`src/rtl/alu_seq_pkg.sv`:
```
// Shared types and constants for the ALU command sequencer.
package alu_seq_pkg;

  localparam int unsigned DATA_W = 16;
  localparam int unsigned OP_W   = 4;
  localparam int unsigned RES_W  = 32;
  localparam int unsigned ERR_W  = 2;
  localparam int unsigned TAG_W  = 2;

  localparam logic [OP_W-1:0] OP_ADD = 4'd0;
  localparam logic [OP_W-1:0] OP_MOD = 4'd1;
  localparam logic [OP_W-1:0] OP_DIV = 4'd2;
  localparam logic [OP_W-1:0] OP_MUL = 4'd4;
  localparam logic [OP_W-1:0] OP_SUB = 4'd8;

  localparam logic [ERR_W-1:0] ERR_NONE    = 2'b00;
  localparam logic [ERR_W-1:0] ERR_OVF     = 2'b01;
  localparam logic [ERR_W-1:0] ERR_DIV0    = 2'b10;
  localparam logic [ERR_W-1:0] ERR_ILLEGAL = 2'b11;

  typedef enum logic [2:0] {
    ST_IDLE,
    ST_DRIVE,
    ST_SETTLE,
    ST_CAPTURE,
    ST_HOLD
  } state_t;

  // One queued command: operands, op code and its sequence tag.
  typedef struct packed {
    logic [TAG_W-1:0]  tag;
    logic [OP_W-1:0]   op;
    logic [DATA_W-1:0] b;
    logic [DATA_W-1:0] a;
  } cmd_t;

  function automatic logic is_legal_op(input logic [OP_W-1:0] op);
    return (op == OP_ADD) || (op == OP_MOD) || (op == OP_DIV) ||
           (op == OP_MUL) || (op == OP_SUB);
  endfunction

  // Error code with priority illegal > divide-by-zero > overflow.
  function automatic logic [ERR_W-1:0] err_code(input logic [OP_W-1:0] op,
                                                input logic             b_zero,
                                                input logic             ovf);
    if (!is_legal_op(op))                               return ERR_ILLEGAL;
    else if (((op == OP_MOD) || (op == OP_DIV)) && b_zero) return ERR_DIV0;
    else if (((op == OP_ADD) || (op == OP_SUB)) && ovf)    return ERR_OVF;
    else                                                return ERR_NONE;
  endfunction

endpackage

```
`src/rtl/alu_cmd_fifo.sv`:
```
// Command FIFO; full/empty come from an occupancy count, pointers wrap modulo DEPTH.
module alu_cmd_fifo
  import alu_seq_pkg::*;
#(
  parameter int unsigned DEPTH = 4
) (
  input  logic clk,
  input  logic rst,
  input  logic push,
  input  logic pop,
  input  cmd_t wdata,
  output cmd_t rdata,
  output logic full,
  output logic empty
);

  localparam int unsigned PTR_W = $clog2(DEPTH);
  localparam int unsigned CNT_W = $clog2(DEPTH + 1);

  cmd_t             mem [DEPTH];
  logic [PTR_W-1:0] wr_ptr;
  logic [PTR_W-1:0] rd_ptr;
  logic [CNT_W-1:0] count;
  logic             push_ok;
  logic             pop_ok;

  assign full    = (count == CNT_W'(DEPTH));
  assign empty   = (count == '0);
  assign push_ok = push && !full;
  assign pop_ok  = pop && !empty;
  assign rdata   = mem[rd_ptr];

  // Pointer and occupancy bookkeeping.
  always_ff @(posedge clk) begin
    if (rst) begin
      wr_ptr <= '0;
      rd_ptr <= '0;
      count  <= '0;
    end else begin
      if (push_ok) wr_ptr <= (wr_ptr == PTR_W'(DEPTH - 1)) ? '0 : wr_ptr + PTR_W'(1);
      if (pop_ok)  rd_ptr <= (rd_ptr == PTR_W'(DEPTH - 1)) ? '0 : rd_ptr + PTR_W'(1);
      case ({push_ok, pop_ok})
        2'b10:   count <= count + CNT_W'(1);
        2'b01:   count <= count - CNT_W'(1);
        default: count <= count;
      endcase
    end
  end

  // Storage array; contents are don't-care until written.
  always_ff @(posedge clk) begin
    if (push_ok) mem[wr_ptr] <= wdata;
  end

endmodule

```
`src/rtl/alu_cmd_sequencer.sv`:
```
// Queues ALU commands, drives them to an external ALU, waits for settling and returns tagged responses.
module alu_cmd_sequencer
  import alu_seq_pkg::*;
#(
  parameter int unsigned FIFO_DEPTH    = 4,
  parameter int unsigned SETTLE_CYCLES = 2
) (
  input  logic              clk,
  input  logic              rst,
  input  logic              cmd_valid,
  output logic              cmd_ready,
  input  logic [DATA_W-1:0] cmd_a,
  input  logic [DATA_W-1:0] cmd_b,
  input  logic [OP_W-1:0]   cmd_op,
  output logic [DATA_W-1:0] alu_a,
  output logic [DATA_W-1:0] alu_b,
  output logic [OP_W-1:0]   alu_op,
  input  logic [RES_W-1:0]  alu_r,
  input  logic              alu_error,
  output logic              rsp_valid,
  input  logic              rsp_ready,
  output logic [RES_W-1:0]  rsp_result,
  output logic [ERR_W-1:0]  rsp_err,
  output logic [TAG_W-1:0]  rsp_tag,
  output logic              busy
);

  localparam int unsigned SET_W = (SETTLE_CYCLES > 1) ? $clog2(SETTLE_CYCLES) : 1;

  state_t           state;
  state_t           state_next;
  cmd_t             head;
  cmd_t             wr_cmd;
  logic             fifo_full;
  logic             fifo_empty;
  logic             push;
  logic             pop;
  logic             load_settle;
  logic             capture;
  logic             release_rsp;
  logic [TAG_W-1:0] tag_cnt;
  logic [TAG_W-1:0] cur_tag;
  logic [SET_W-1:0] settle_cnt;

  assign cmd_ready = !fifo_full;
  assign push      = cmd_valid && !fifo_full;
  assign wr_cmd    = '{tag: tag_cnt, op: cmd_op, b: cmd_b, a: cmd_a};
  assign busy      = (state != ST_IDLE) || !fifo_empty;

  alu_cmd_fifo #(
    .DEPTH (FIFO_DEPTH)
  ) u_fifo (
    .clk   (clk),
    .rst   (rst),
    .push  (push),
    .pop   (pop),
    .wdata (wr_cmd),
    .rdata (head),
    .full  (fifo_full),
    .empty (fifo_empty)
  );

  // State register.
  always_ff @(posedge clk) begin
    if (rst) state <= ST_IDLE;
    else     state <= state_next;
  end

  // Next-state logic.
  always_comb begin
    state_next = state;
    unique case (state)
      ST_IDLE:    if (!fifo_empty) state_next = ST_DRIVE;
      ST_DRIVE:   state_next = ST_SETTLE;
      ST_SETTLE:  if (settle_cnt == '0) state_next = ST_CAPTURE;
      ST_CAPTURE: state_next = ST_HOLD;
      ST_HOLD:    if (rsp_ready) state_next = ST_IDLE;
      default:    state_next = ST_IDLE;
    endcase
  end

  // Per-state control strobes for the datapath.
  always_comb begin
    pop         = 1'b0;
    load_settle = 1'b0;
    capture     = 1'b0;
    release_rsp = 1'b0;
    unique case (state)
      ST_IDLE:    pop         = !fifo_empty;
      ST_DRIVE:   load_settle = 1'b1;
      ST_CAPTURE: capture     = 1'b1;
      ST_HOLD:    release_rsp = rsp_ready;
      default:    pop         = 1'b0;
    endcase
  end

  // Operand, settle, tag and response registers.
  always_ff @(posedge clk) begin
    if (rst) begin
      tag_cnt    <= '0;
      cur_tag    <= '0;
      settle_cnt <= '0;
      alu_a      <= '0;
      alu_b      <= '0;
      alu_op     <= '0;
      rsp_valid  <= 1'b0;
      rsp_result <= '0;
      rsp_err    <= ERR_NONE;
      rsp_tag    <= '0;
    end else begin
      if (push) tag_cnt <= tag_cnt + TAG_W'(1);
      if (pop) begin
        alu_a   <= head.a;
        alu_b   <= head.b;
        alu_op  <= head.op;
        cur_tag <= head.tag;
      end
      if (load_settle)                                 settle_cnt <= SET_W'(SETTLE_CYCLES - 1);
      else if (state == ST_SETTLE && settle_cnt != '0) settle_cnt <= settle_cnt - SET_W'(1);
      if (capture) begin
        rsp_valid  <= 1'b1;
        rsp_result <= is_legal_op(alu_op) ? alu_r : '0;
        rsp_err    <= err_code(alu_op, (alu_b == '0), alu_error);
        rsp_tag    <= cur_tag;
      end else if (release_rsp) begin
        rsp_valid  <= 1'b0;
      end
    end
  end

endmodule
```
`config.mk`:
```
export PLATFORM = sky130hd
export DESIGN_NAME = alu_cmd_sequencer
export DESIGN_NICKNAME = d
export VERILOG_FILES = /design/src/rtl/alu_seq_pkg.sv /design/src/rtl/alu_cmd_fifo.sv /design/src/rtl/alu_cmd_sequencer.sv
export SDC_FILE = /design/constraint.sdc
export NUM_CORES = 1
export LEC_CHECK = 0
export CORE_MARGIN = 2
export CORE_UTILIZATION = 30
export CTS_BUF_LIST = sky130_fd_sc_hd__clkbuf_8 sky130_fd_sc_hd__clkbuf_16
export CTS_CLUSTER_DIAMETER = 50
export DETAILED_ROUTE_END_ITERATION = 6
export PLACE_DENSITY = 0.48
export SYNTH_ARGS = -nofsm -noshare
export SYNTH_HDL_FRONTEND = slang
export SYNTH_SLANG_ARGS = --single-unit
```
`constraint.sdc`:
```
create_clock -name clk -period 4.5 [get_ports clk]
set_clock_uncertainty 0.15 [all_clocks]
set_input_delay 1.125 -clock clk [delete_from_list [all_inputs] [get_ports clk]]
set_output_delay 1.125 -clock clk [all_outputs]
set_load 0.02 [all_outputs]
```
# Word level (Yosys, flattened, before mapping)
# Memory sizes are Yosys's and may differ from the RTL's. A register that Yosys moved wholly into a read port is not among the register bits.
# Index checks and enable logic that the tools add are counted.
# word_totals
register_bits	50
mem_bits_rw	152
in_bits	73
out_inout_bits	75
wordCells	78
mem_count	1
# classes
add_sub_neg	6
n_eq_ne	16
mux	21
n_reduce_logical	24
# memory_table
name	words	width	rd	rd_ports_with_merged_regs	wr	line_no	rtl
u_fifo.mem	4	38	1	1	1	alu_cmd_fifo.sv:20	cmd_t mem [DEPTH];
# op_table
cell	n
$mux 32	1
$logic_not 16->1	1
$pmux 3 s5	1
$mux 1	11
$mux 3	3
$mux 2	4
$logic_or 1x1->1	7
$add 2x1->2 const B	3
$eq 2x2->1 const B	3
$eq 3x2->1 const B	2
$eq 3x3->1 const B	2
$logic_and 1x1->1	6
$logic_not 3->1	2
$ne 2x2->1 const B	3
$pmux 3 s2	1
$reduce_bool 2->1	3
$eq 4x1->1 const B	1
$eq 4x2->1 const B	1
$eq 4x3->1 const B	1
$eq 4x4->1 const B	1
$logic_not 4->1	1
$add 3x1->3 const B	1
$eq 3x1->1 const B	1
$reduce_and 3->1	1
5 further kinds	6

# Longest topological paths before layout
# depth
ltp_word	6
mapped_depth	10
depth_no_buf	8

# By module
# From an unflattened synthesis, not the netlist that was laid out.
# hier_totals
hier_cells	557
area_unflattened_um2	8797.2
# modules_own_cells
mod	instances	cells_each	area_per_inst_um2	seq_area_each_um2
alu_cmd_fifo	1	252	5974.5	4744.6
alu_cmd_sequencer	1	305	2822.7	1621.6

# Worst setup path after synthesis
# Ideal clock, no wire load.
# synth_timing
path_kind	input -> register
startpoint	in cmd_valid
endpoint	reg u_fifo.count[2]
setup_time_ps	70
arrival_ps	2454
required_time_ps	4280
setup_slack_ps	1825
path_stages	6
path_buffers	0
cell_sequence	nand2_1 -> ha_1 -> fa_1 -> xnor2_1 -> or3_1 -> a21oi_1
# synth_via
elab_chain_cells	4
word_cells_on_any_way	6
cone_classes	eq/ne (2); mux (1); reduce/logical (3)
# synth_rtl
item	line_no	rtl
start: declaration	alu_cmd_sequencer.sv:10	input logic cmd_valid,
$logic_and 1x1->1 *	alu_cmd_sequencer.sv:46	assign push = cmd_valid && !fifo_full;
$logic_and 1x1->1 *	alu_cmd_fifo.sv:29	assign push_ok = push && !full;
$eq 2x1->1 or $eq 2x2->1 (tied branches)	alu_cmd_fifo.sv:42	case ({push_ok, pop_ok})
$pmux 3 s2 or $reduce_bool 2->1 (tied branches)	-	
end signal: assignment	alu_cmd_fifo.sv:43	2'b10: count <= count + CNT_W'(1);
end signal: assignment	alu_cmd_fifo.sv:44	2'b01: count <= count - CNT_W'(1);
end signal: assignment	alu_cmd_fifo.sv:45	default: count <= count;
end: declaration	alu_cmd_fifo.sv:23	logic [CNT_W-1:0] count;
# Mark *: on every way between the ends. The rest lies on a longest branch, timed or not.
# A chain may end at the register's enable or synchronous reset.

# Final worst setup path
# layout_timing
startpoint	reg u_fifo.count[0]
endpoint	out busy
# layout_via
elab_chain_cells	3
# layout_rtl
item	line_no	rtl
$logic_not 3->1	alu_cmd_fifo.sv:28	assign empty = (count == '0);
$logic_not 1->1	alu_cmd_sequencer.sv:48	assign busy = (state != ST_IDLE) || !fifo_empty;
$logic_or 1x1->1	alu_cmd_sequencer.sv:48	
end: declaration	alu_cmd_sequencer.sv:25	output logic busy
# Every way passes these cells.

==> summary.txt <==
Run status
  – Status: complete, no violations

Power
  – Int Pwr: 5.10 mW
  – Sw Share: 31.3%
  – LEAKAGE: 3.85 nW
  – Clk pwr share: 33.5%
  – Worst vdd ir: 349 µV
  – Cell Pwr Density: 640 nW/µm²
  – Comb pwr share: 25.5%
  – Flop pwr share: 41.1%
  – NetSw: 2.32 mW

Place
  – DPL Wire Length: 12.2 mm
  – DP Cell Count: 1055
  – Port bufs: 147
  – Final Wtd Congestion: 0.767
  – DP Worst Slack: 1.07 ns

Clocking
  – Num CTS Buffers: 30
  – Post_cts resized: 0
  – CTS sink count: 240
  – Clk_lat worst skew: 0.55 ns
  – Setup Buffers After CTS: 0
  – Cts hold-fix bufs: 0
  – Root buf cell: clkbuf_16
  – Max Root-Sink Buffers: 3
  – Clock transition at path regs: 0.05 ns
  – H-tree depth: 1
  – CTS tree: done

Floorplan
  – Core ar.: 28600 µm²
  – # IOs: 148
  – Die height: 174 µm
  – Die area: 30400 µm²
  – # rows: 62
  – Starting Density: 30.4%
  – Die Width: 174 µm

Route
  – Via density: 4.64
  – WL/cell: 18.2 µm
  – Drt first pass iters: 4
  – Top sig layer: met4
  – Routed length on met2: 9.26 mm
  – Final ANT Viol Nets: 0
  – Wire length on met3: 1.18 mm
  – Remaining DRCs: 0
  – Vias post-DR: 5156
  – Final wirelength: 20.2 mm
  – DRT iter0 DRCs: 324
  – Post-Route M1 WL: 9.30 mm

Timing
  – Pins Over Slew Limit: 0
  – Final TNS setup: 0 ns
  – Final hold violation count: 0
  – Rel. slew slack: 14.2%
  – RSZ-0062 raised after global routing: no
  – Final worst slack: 1.21 ns
  – Post-route minimum period: 3.29 ns
  – Final setup violation count: 0
  – Fmax: 0.304 GHz
  – Tcrit/Tclk final: 73.2%
  – Worst Tran Pin Value: 1.29 ns

GRT
  – First-pass GRT wire length: 31.4 mm
  – Total GRT Usage: 13.2%
  – Antenna violations before repair: 1
  – Number of global-route vias before repair: 5510
  – Largest net degree at the start of global routing: 42
  – GRT overflow: 0

Critical path
  – Worst r2r path cells: 9
  – CP Max Fanout: 4
  – Required @ worst endpoint: 3.22 ns
  – Type of origin of the critical path: flip-flop
  – Critical path class: flip-flop to output pin
  – Critical Path AT: 2.02 ns
  – CP endpoint kind: output pin

Hold path
  – Worst hold path type: flip-flop to flip-flop
  – Hold depth: 2

Logic synthesis
  – Sequential fraction of the synthesis area: 72.6%
  – Synthesized Nets: 631
  – Syn Area/Cell: 15.8 µm²
  – Yosys top cell by area: edfxtp_1
  – Top cell type's share of synthesized area: 52.4%
  – Warnings, synthesis: 0
  – Netlist Area Pre-Place: 8710 µm²
  – Flops & latches, synth: 240
  – Ranking of synthesized cells by area: edfxtp_1, dfxtp_1, mux4_2
  – Syn Inst Count: 551
  – Netlist cell types: 34

Cells and area
  – Fin cells: 1112
  – Area Growth Syn to Fin: 33.0%
  – Share of cells above drive strength 1: 14.9%
  – Filler cells: 2590
  – Nets: 783

Job
  – Max_cap viols: 0
-- power by group through the flow --
stage	logic, mW	registers (mW)	clock network (mW)
global placement	1.91	3.09	0
CTS	1.93	3.07	2.55
global route	2.07	3.11	2.65
detailed placement	1.93	3.11	0
floorplan	1.13	3.08	0
finish	1.89	3.05	2.48
-- registers in the layout (all words and copies together) (netlist names) --
signal and flops:
u_fifo.mem 152, u_fifo.rd_ptr 2, rsp_result 32, alu_op 4, settle_cnt 1, rsp_tag 2, alu_b 16, rsp_valid 1
u_fifo.wr_ptr 2, cur_tag 2, u_fifo.count 3, alu_a 16, rsp_err 2, state 3, tag_cnt 2
-- cell usage in the layout (no fill, tap or decap), drive strengths merged, types with 6 or more instances in the layout --
master           n
inv             11
a22o            32
clkbuf          30
nand2           92
mux4            38
a21oi           49
buf              8
dfxtp           88
clkdlybuf4s50  146
ha               6
edfxtp         152
nor2            12
clkinv           6
clkinvlp         8
-- critical path: stages (launching register included) --
cell and delay, ns:
dfxtp_1 0.35, or3_1 0.41, nand2b_1 0.17, clkdlybuf4s50_1 0.55
-- routing by layer --
metal  track usage [%]  vias to the layer above
li1                  -                     2388
met1              18.1                     2566
met2              21.1                      167
met3              2.89                       35
met4              3.92                        0
met5                 0                        -
-- area by class of cell --
type | count | area (µm²) | area share (%)
Timing Repair Buffer | 154 | 1520 | 13.1
Clock buffer | 30 | 751 | 6.48
Sequential cell | 240 | 6330 | 54.6
Tap cell | 384 | 480 | 4.15
Clock inverter | 26 | 305 | 2.63
Multi-Input combinational cell | 273 | 2190 | 18.9
Inverter | 4 | 15.0 | 0.130
Antenna cell | 1 | 2.50 | 0.0216
-- stage by stage --
stage / power, mW / cell area (µm²) / utilization [%] / hold WS (ns)
after floorplan: 4.21 / 8710 / - / 0.282
after global placement: 4.99 / 10500 / 36.8 / 0.297
after detailed placement: 5.04 / 10500 / 36.8 / 0.300
after CTS: 7.55 / 11600 / 40.5 / 0.308
after global routing: 7.83 / 11600 / 40.5 / 0.319
final: 7.42 / 11600 / 40.5 / 0.304
-- final timing paths --
check	startpoint	end	slack [ns]
setup / recovery	u_fifo.count[0]$_SDFFE_PP0P_	busy	1.21
hold reg to reg	alu_a[8]$_SDFFE_PP0P_	alu_a[8]$_SDFFE_PP0P_	0.30
setup reg to reg	u_fifo.count[0]$_SDFFE_PP0P_	u_fifo.count[2]$_SDFFE_PP0P_	1.76
hold / removal	alu_a[8]$_SDFFE_PP0P_	alu_a[8]$_SDFFE_PP0P_	0.30
-- kinds of logic after synthesis --
family,synth area share [%]
simple gates,6.43
mux,10.2
flops,72.6
fa+ha+maj,1.09
xor+xnor,0.603
buf+inv,2.43
compound gates,6.69
-- cell usage after synthesis, drive strengths merged --
cell type	count
and3	4
edfxtp	152
nand3	3
inv	4
or3b	1
and4	1
a211oi	4
or2	1
a22o	32
nand3b	2
dfxtp	88
xor2	4
nor3	3
buf	21
nand2b	1
mux2i	3
o21ai	4
mux4	38
fa	1
a21oi	49
or3	4
o211ai	1
nor2	12
nor4	5
nand2	92
clkbuf	13
ha	6
xnor2	2
Power figures use the tool's default switching activity.
